<file path="src/rtl/lut_cfg_loader_pkg.sv">
// rtl/lut_cfg_loader_pkg.sv - shared state encoding and table sizing for lut_cfg_loader
package lut_cfg_loader_pkg;

  localparam int LUT_N_IN_DEF  = 3;
  localparam int LUT_DEPTH_DEF = 1 << LUT_N_IN_DEF;

  typedef enum logic [1:0] {
    ST_IDLE = 2'd0,
    ST_LOAD = 2'd1,
    ST_SWAP = 2'd2
  } lut_state_e;

  function automatic int lut_depth(input int n_in);
    return 1 << n_in;
  endfunction

endpackage

</file>
<file path="src/rtl/lut_cfg_shift.sv">
// rtl/lut_cfg_shift.sv - shadow truth-table shift register and received-bit counter
module lut_cfg_shift
  import lut_cfg_loader_pkg::*;
#(
  parameter int DEPTH = LUT_DEPTH_DEF,
  parameter int CNT_W = LUT_N_IN_DEF
) (
  input  logic             clk,
  input  logic             reset_n,
  input  logic             shift_en,
  input  logic             clear,
  input  logic             cfg_bit,
  output logic [DEPTH-1:0] shadow,
  output logic             last_bit
);

  localparam logic [CNT_W-1:0] CNT_LAST = CNT_W'(DEPTH - 1);

  logic [CNT_W-1:0] cnt;

  // The counter wraps naturally to zero on the final bit of a table.
  always_ff @(posedge clk or negedge reset_n) begin
    if (!reset_n) begin
      shadow <= '0;
      cnt    <= '0;
    end else if (clear) begin
      cnt    <= '0;
    end else if (shift_en) begin
      shadow <= {shadow[DEPTH-2:0], cfg_bit};
      cnt    <= cnt + 1'b1;
    end
  end

  assign last_bit = (cnt == CNT_LAST);

endmodule

</file>
<file path="src/rtl/lut_cfg_loader.sv">
// rtl/lut_cfg_loader.sv - serially reloadable N-input LUT with atomic table swap
module lut_cfg_loader
  import lut_cfg_loader_pkg::*;
#(
  parameter int                          N_IN  = LUT_N_IN_DEF,
  parameter logic [(1 << N_IN)-1:0]      INIT  = '0,
  parameter int                          CNT_W = N_IN
) (
  input  logic            clk,
  input  logic            reset_n,
  input  logic            cfg_valid,
  input  logic            cfg_bit,
  output logic            cfg_ready,
  input  logic            cfg_abort,
  output logic            cfg_done,
  output logic            busy,
  input  logic            lut_valid,
  input  logic [N_IN-1:0] I,
  output logic            LO,
  output logic            O,
  output logic            O_valid
);

  localparam int DEPTH = lut_depth(N_IN);

  lut_state_e       state, state_nxt;
  logic [DEPTH-1:0] active_table;
  logic [DEPTH-1:0] shadow;
  logic             last_bit;
  logic             xfer;
  logic             clear;

  // An abort wins over a bit offered in the same cycle; SWAP ignores both.
  assign xfer  = cfg_valid && cfg_ready && !cfg_abort;
  assign clear = cfg_abort && (state != ST_SWAP);

  lut_cfg_shift #(
    .DEPTH (DEPTH),
    .CNT_W (CNT_W)
  ) u_shift (
    .clk      (clk),
    .reset_n  (reset_n),
    .shift_en (xfer),
    .clear    (clear),
    .cfg_bit  (cfg_bit),
    .shadow   (shadow),
    .last_bit (last_bit)
  );

  always_ff @(posedge clk or negedge reset_n) begin
    if (!reset_n) begin
      state <= ST_IDLE;
    end else begin
      state <= state_nxt;
    end
  end

  always_comb begin
    state_nxt = state;
    cfg_ready = 1'b1;
    busy      = 1'b0;
    case (state)
      ST_IDLE: begin
        if (xfer) begin
          state_nxt = ST_LOAD;
        end
      end
      ST_LOAD: begin
        busy = 1'b1;
        if (cfg_abort) begin
          state_nxt = ST_IDLE;
        end else if (xfer && last_bit) begin
          state_nxt = ST_SWAP;
        end
      end
      ST_SWAP: begin
        busy      = 1'b1;
        cfg_ready = 1'b0;
        state_nxt = ST_IDLE;
      end
      default: begin
        state_nxt = ST_IDLE;
      end
    endcase
  end

  // cfg_done marks the first cycle in which the new table is visible.
  always_ff @(posedge clk or negedge reset_n) begin
    if (!reset_n) begin
      active_table <= INIT;
      cfg_done     <= 1'b0;
    end else begin
      cfg_done <= (state == ST_SWAP);
      if (state == ST_SWAP) begin
        active_table <= shadow;
      end
    end
  end

  assign LO = active_table[I];

  always_ff @(posedge clk or negedge reset_n) begin
    if (!reset_n) begin
      O       <= 1'b0;
      O_valid <= 1'b0;
    end else begin
      O_valid <= lut_valid;
      if (lut_valid) begin
        O <= active_table[I];
      end
    end
  end

endmodule

</file>
<file path="config.mk">
export PLATFORM = sky130hd
export DESIGN_NAME = lut_cfg_loader
export DESIGN_NICKNAME = d
export VERILOG_FILES = /design/src/rtl/lut_cfg_loader_pkg.sv /design/src/rtl/lut_cfg_shift.sv /design/src/rtl/lut_cfg_loader.sv
export SDC_FILE = /design/constraint.sdc
export NUM_CORES = 1
export LEC_CHECK = 0
export ABC_AREA = 0
export CAP_MARGIN = 20
export CORE_UTILIZATION = 47
export DETAILED_ROUTE_END_ITERATION = 6
export PLACE_DENSITY = 0.85
export SYNTH_ARGS = -nofsm -noshare
export SYNTH_HDL_FRONTEND = slang
export SYNTH_SLANG_ARGS = --single-unit
export TNS_END_PERCENT = 10
</file>
<file path="constraint.sdc">
create_clock -name clk -period 1.8 [get_ports clk]
set_input_delay 0.54 -clock clk [delete_from_list [all_inputs] [get_ports clk]]
set_output_delay 0.54 -clock clk [all_outputs]
set_load 0.005 [all_outputs]
</file>
# Word level (Yosys, flattened, before mapping)
# Index checks and enable logic that the tools add are counted.
# totals
elab_cells,36
regBits,24
out_inout_bits,6
# classes
n_mux,10
n_lt_le_gt_ge,1
add_sub_neg,1
eq_ne,6
bitwise_logic,1
reduce_logical,10
# ops
cell,count
$mux 2,3
$mux 3,2
$logic_and 1x1->1,4
$lt 3x4->1 const B,1
$ne 2x2->1 const B,2
$pmux 2 s2,1
$reduce_and 2->1,2
$add 3x1->3 const B,1
$bmux 1 s3,1
$eq 3x3->1 const B,1
$mux 1,3
$ne 3x3->1 const B,1
$eq 2x1->1 const B,1
$eq 2x2->1 const B,1
$logic_not 2->1,1
$reduce_bool 2->1,1
$reduce_or 2->1,1
$logic_not 1->1,1
$not 1->1,1

# Longest topological paths before layout
# depth
depth_word,8
ltp_mapped,6

# Cells and area by module
# From an unflattened synthesis, not the netlist that was laid out.
# unflattened
hier_cells,76
area_unflattened_um2,1134.8
# by_module_without_submodules
module,n_inst,area_per_inst_um2,cells_each
lut_cfg_loader,1,640.6,47
lut_cfg_shift,1,494.2,29

# Worst setup path before layout
# OpenSTA, ideal clock, no wires.
# synth_timing
path_kind,input to output
start,input port I[0]
end,output port LO
cell_stages,4
t_required_ns,1.260
n_path_buf,1
slack_ns,-0.030
arrival_time_ns,1.290
cell_sequence,buf_6 mux2i_1 mux4_2 inv_1
# synth_between
elab_chain_len,2
# synth_rtl
element,line_no,text
start: declaration,lut_cfg_loader.sv:18,"input logic [N_IN-1:0] I,"
$bmux 1 s3,lut_cfg_loader.sv:100,assign LO = active_table[I];
$mux 1 (implied by the code),lut_cfg_loader.sv:100,
end: declaration,lut_cfg_loader.sv:19,"output logic LO,"
# Every way passes these cells. The select of a mux whose other input is x is not followed.

# Worst setup path after layout
# layout_timing
start,register active_table[1]
end,output port LO
# layout_between
elab_chain_len,2
# layout_rtl
element,line_no,text
start: declaration,lut_cfg_loader.sv:27,logic [DEPTH-1:0] active_table;
start signal: assignment,lut_cfg_loader.sv:95,active_table <= shadow;
$bmux 1 s3,lut_cfg_loader.sv:100,
$mux 1 (implied by the code),lut_cfg_loader.sv:100,
# Every way passes these cells. The select of a mux whose other input is x is not followed.

==> flow_metrics.tcl <==
set metrics [dict create \
    routed_via_density 5.08 \
    cp-end-kind "output port" \
    synth_xor_xnor_area_share 0 \
    hpwl_um 1410 \
    period_share 1.08 \
    cp_slowest_cell "mux4_2" \
    fin_ws_ns -0.140 \
    dpl_worst_slack_ns -1.02 \
    min_period_ns 1.94 \
    clk_pin_slew_worst_paths_ns 0.13 \
    drt-initial-drc-count 10 \
    yosysTopAreaCellShare 0.561 \
    die_y_um 49.7 \
    max_freq_mhz 515 \
    dr.pass1.iters 4 \
    crit_family "multiplexers" \
    muxShareOfSynthArea 0.163 \
    crit_required_ns 1.26 \
    syn_area_per_cell_um2 11.8 \
    overflow 0 \
    clk_path_buf_depth 2 \
    ys_top_cells_by_area "dfrtp_1, nand2_1, mux2_2" \
    cp_num_buf_inv 2 \
    min_to "u_shift.shadow[7]" \
    critPathKind "flop to output port" \
    critPathMaxFanout 2 \
    wl_um 1890 \
    io_buffers 14 \
    tightest_slew_ns 0.291 \
    fp.dieW_um 49.7 \
    min_from "u_shift.shadow[7]" \
    outcome "complete, but fails checks" \
    synth_top_family_by_area "multiplexers" \
    n_antenna_cell 0 \
    r2r_cells 4 \
    synth-simple-area-share 0.120 \
    cpPeakStageDelay_ns 0.48 \
    grt_max_degree 25 \
    wl_per_cell_um 13.2 \
    gr-usage-all-layers 0.179 \
    initial_core_util 0.524 \
    yosys.area.top_type "dfrtp_1" \
    yosys.cell_types.count 20 \
    critPathArrivalTime_ns 1.40 \
    num_vias 727 \
    synth_compound_area_frac 0.0433 \
    regArea_um2 601 \
    numCtsBuffers 3 \
    synth_area_mm2 0.00107 \
    cts_tree "built" \
    antenna_found_initial 0 \
    rsz0062_at_grt "true" \
    p_total_mw 1.24 \
    violations "setup timing" \
    cts_max_level 1 \
    yosysWarnings 0 \
    drv_cap 0 \
    relSlewSlack 0.806 \
    seq_area_frac_synth 0.561 \
    ys_ff_latch 24 \
    gp_congestion 0.685 \
    die_area_mm2 0.00247 \
    grt_pass1_wl_um 3300 \
    antenna_left 0 \
    fillers 166 \
    hold_violations 0 \
    setup_viol 1 \
    startpoint_type "flop" \
    postSynthCellCount 91 \
    finalNetCount 132 \
    regToRegSetupSlack_ns 0.19 \
    multiInputGateArea_um2 437 \
    p_leak_nw 0.695 \
    core_mm2 0.00204 \
    skew_ns 0.00127 \
    hold_depth 2 \
    drive_gt1_frac 0.267 \
    fin_util 0.667 \
    grt_pass1_vias 776 \
    timing.rr.end "state[0]" \
    vdd_drop_max_mv 0.538 \
    crit_chain "mux2i_1, mux4_2, inv_2, buf_6" \
    rows 16 \
    hp-class "flop to flop" \
    synth_fa_ha_area_frac 0.0702 \
    cts_sinks 24 \
    num_io_pins 15 \
    powerDensity_mw_per_mm2 912 \
    syn_to_final_growth_pct 27.3 \
    synth_fp_nets 106 \
    cts-root-buf "clkbuf_4" \
    clkLatencyLatePin_ns 0.31 \
    drv_slew 0 \
    drc 0 \
    reg2reg_from "state[1]" \
    worst_hold_slack_ns 0.501 \
]
==> state kept, by name, indices dropped and copies added (netlist names) <==
signal and count:
active_table 8, u_shift.shadow 8, u_shift.cnt 3, state 2, O 1, O_valid 1
cfg_done 1
==> power breakdown <==
group / internal, mW / switching [mW]
clock: 0.225 / 0.156
combinational: 0.122 / 0.113
sequential: 0.589 / 0.0367
==> cells in the mapped netlist, drive strengths merged <==
library cell	count
nand2	25
dfrtp	24
mux2	9
ha	6
inv	5
mux2i	5
buf	4
a22o	2
nor3b	2
o21ai	2
a21oi	1
mux4	1
nand3	1
nor2b	1
o21bai	1
o22ai	1
or3b	1
==> worst max-delay path by stage <==
stage | end | cells past startpoint | start
after floorplan | LO | 4 | I[0]
after global routing | LO | 4 | active_table[6]
after CTS | LO | 4 | active_table[6]
final | LO | 4 | active_table[1]
after global placement | LO | 5 | I[0]
after detailed placement | LO | 5 | I[0]
==> per-stage QoR <==
| stage | instances | instance area (µm²) | setup TNS [ns] |
|---|---|---|---|
| after CTS | 142 | 1350 | -0.207 |
| final | 143 | 1360 | -0.140 |
| after global placement | 136 | 1280 | -1.37 |
| after detailed placement | 136 | 1280 | -1.65 |
| after global routing | 143 | 1360 | -0.216 |
| after floorplan | 91 | 1070 | -0.0274 |
==> cell usage in the layout (no fill, tap or decap), drive strengths merged <==
master,Yosys,routed
o21bai,1,1
a21oi,1,1
a22o,2,2
clkbuf,0,4
buf,4,13
o22ai,1,1
o21ai,2,2
dfrtp,24,24
dlygate4sd2,0,1
bufinv,0,1
nand2,25,25
mux4,1,1
clkdlybuf4s15,0,2
mux2,9,9
or3b,1,1
ha,6,6
nor2b,1,1
clkdlybuf4s50,0,8
mux2i,5,5
inv,5,5
nor3b,2,2
nand3,1,1
==> worst min-delay path: stages (launching register included) <==
cell and delay, ns:
dfrtp_1 0.37, nand2_1 0.05, nand2_1 0.06
==> timing repair <==
item	CTS	global route
resized for setup	20	3
hold buffers	0	0
endpoints found under the setup margin	3	3
setup buffers	2	1
pin swaps	0	1
==> kinds of logic (layout without fill, tap and decap cells) <==
group,Yosys count,in the layout
AOI/OAI and AO/OA,7,7
adders and majority gates,6,6
buffers and inverters,9,34
DFF,24,24
muxes,15,15
and+or+nand+nor,30,30
==> layout make-up <==
type	count	share of cell area
multi-input combinational	58	0.321
timing repair buffer	25	0.161
sequential	24	0.441
clock buffer	3	0.0165
inverter	5	0.0138
clock inverter	1	0.0221
tap	27	0.0248
==> metal layers <==
metal / global-route usage / wire length (µm) / vias to the layer above
met4: 0.0857 / 0 / 0
met3: 0.0185 / 55 / 0
met2: 0.322 / 1030 / 12
li1: - / - / 354
met1: 0.210 / 804 / 361
met5: 0 / 0 / -
Power figures use the tool's default switching activity.
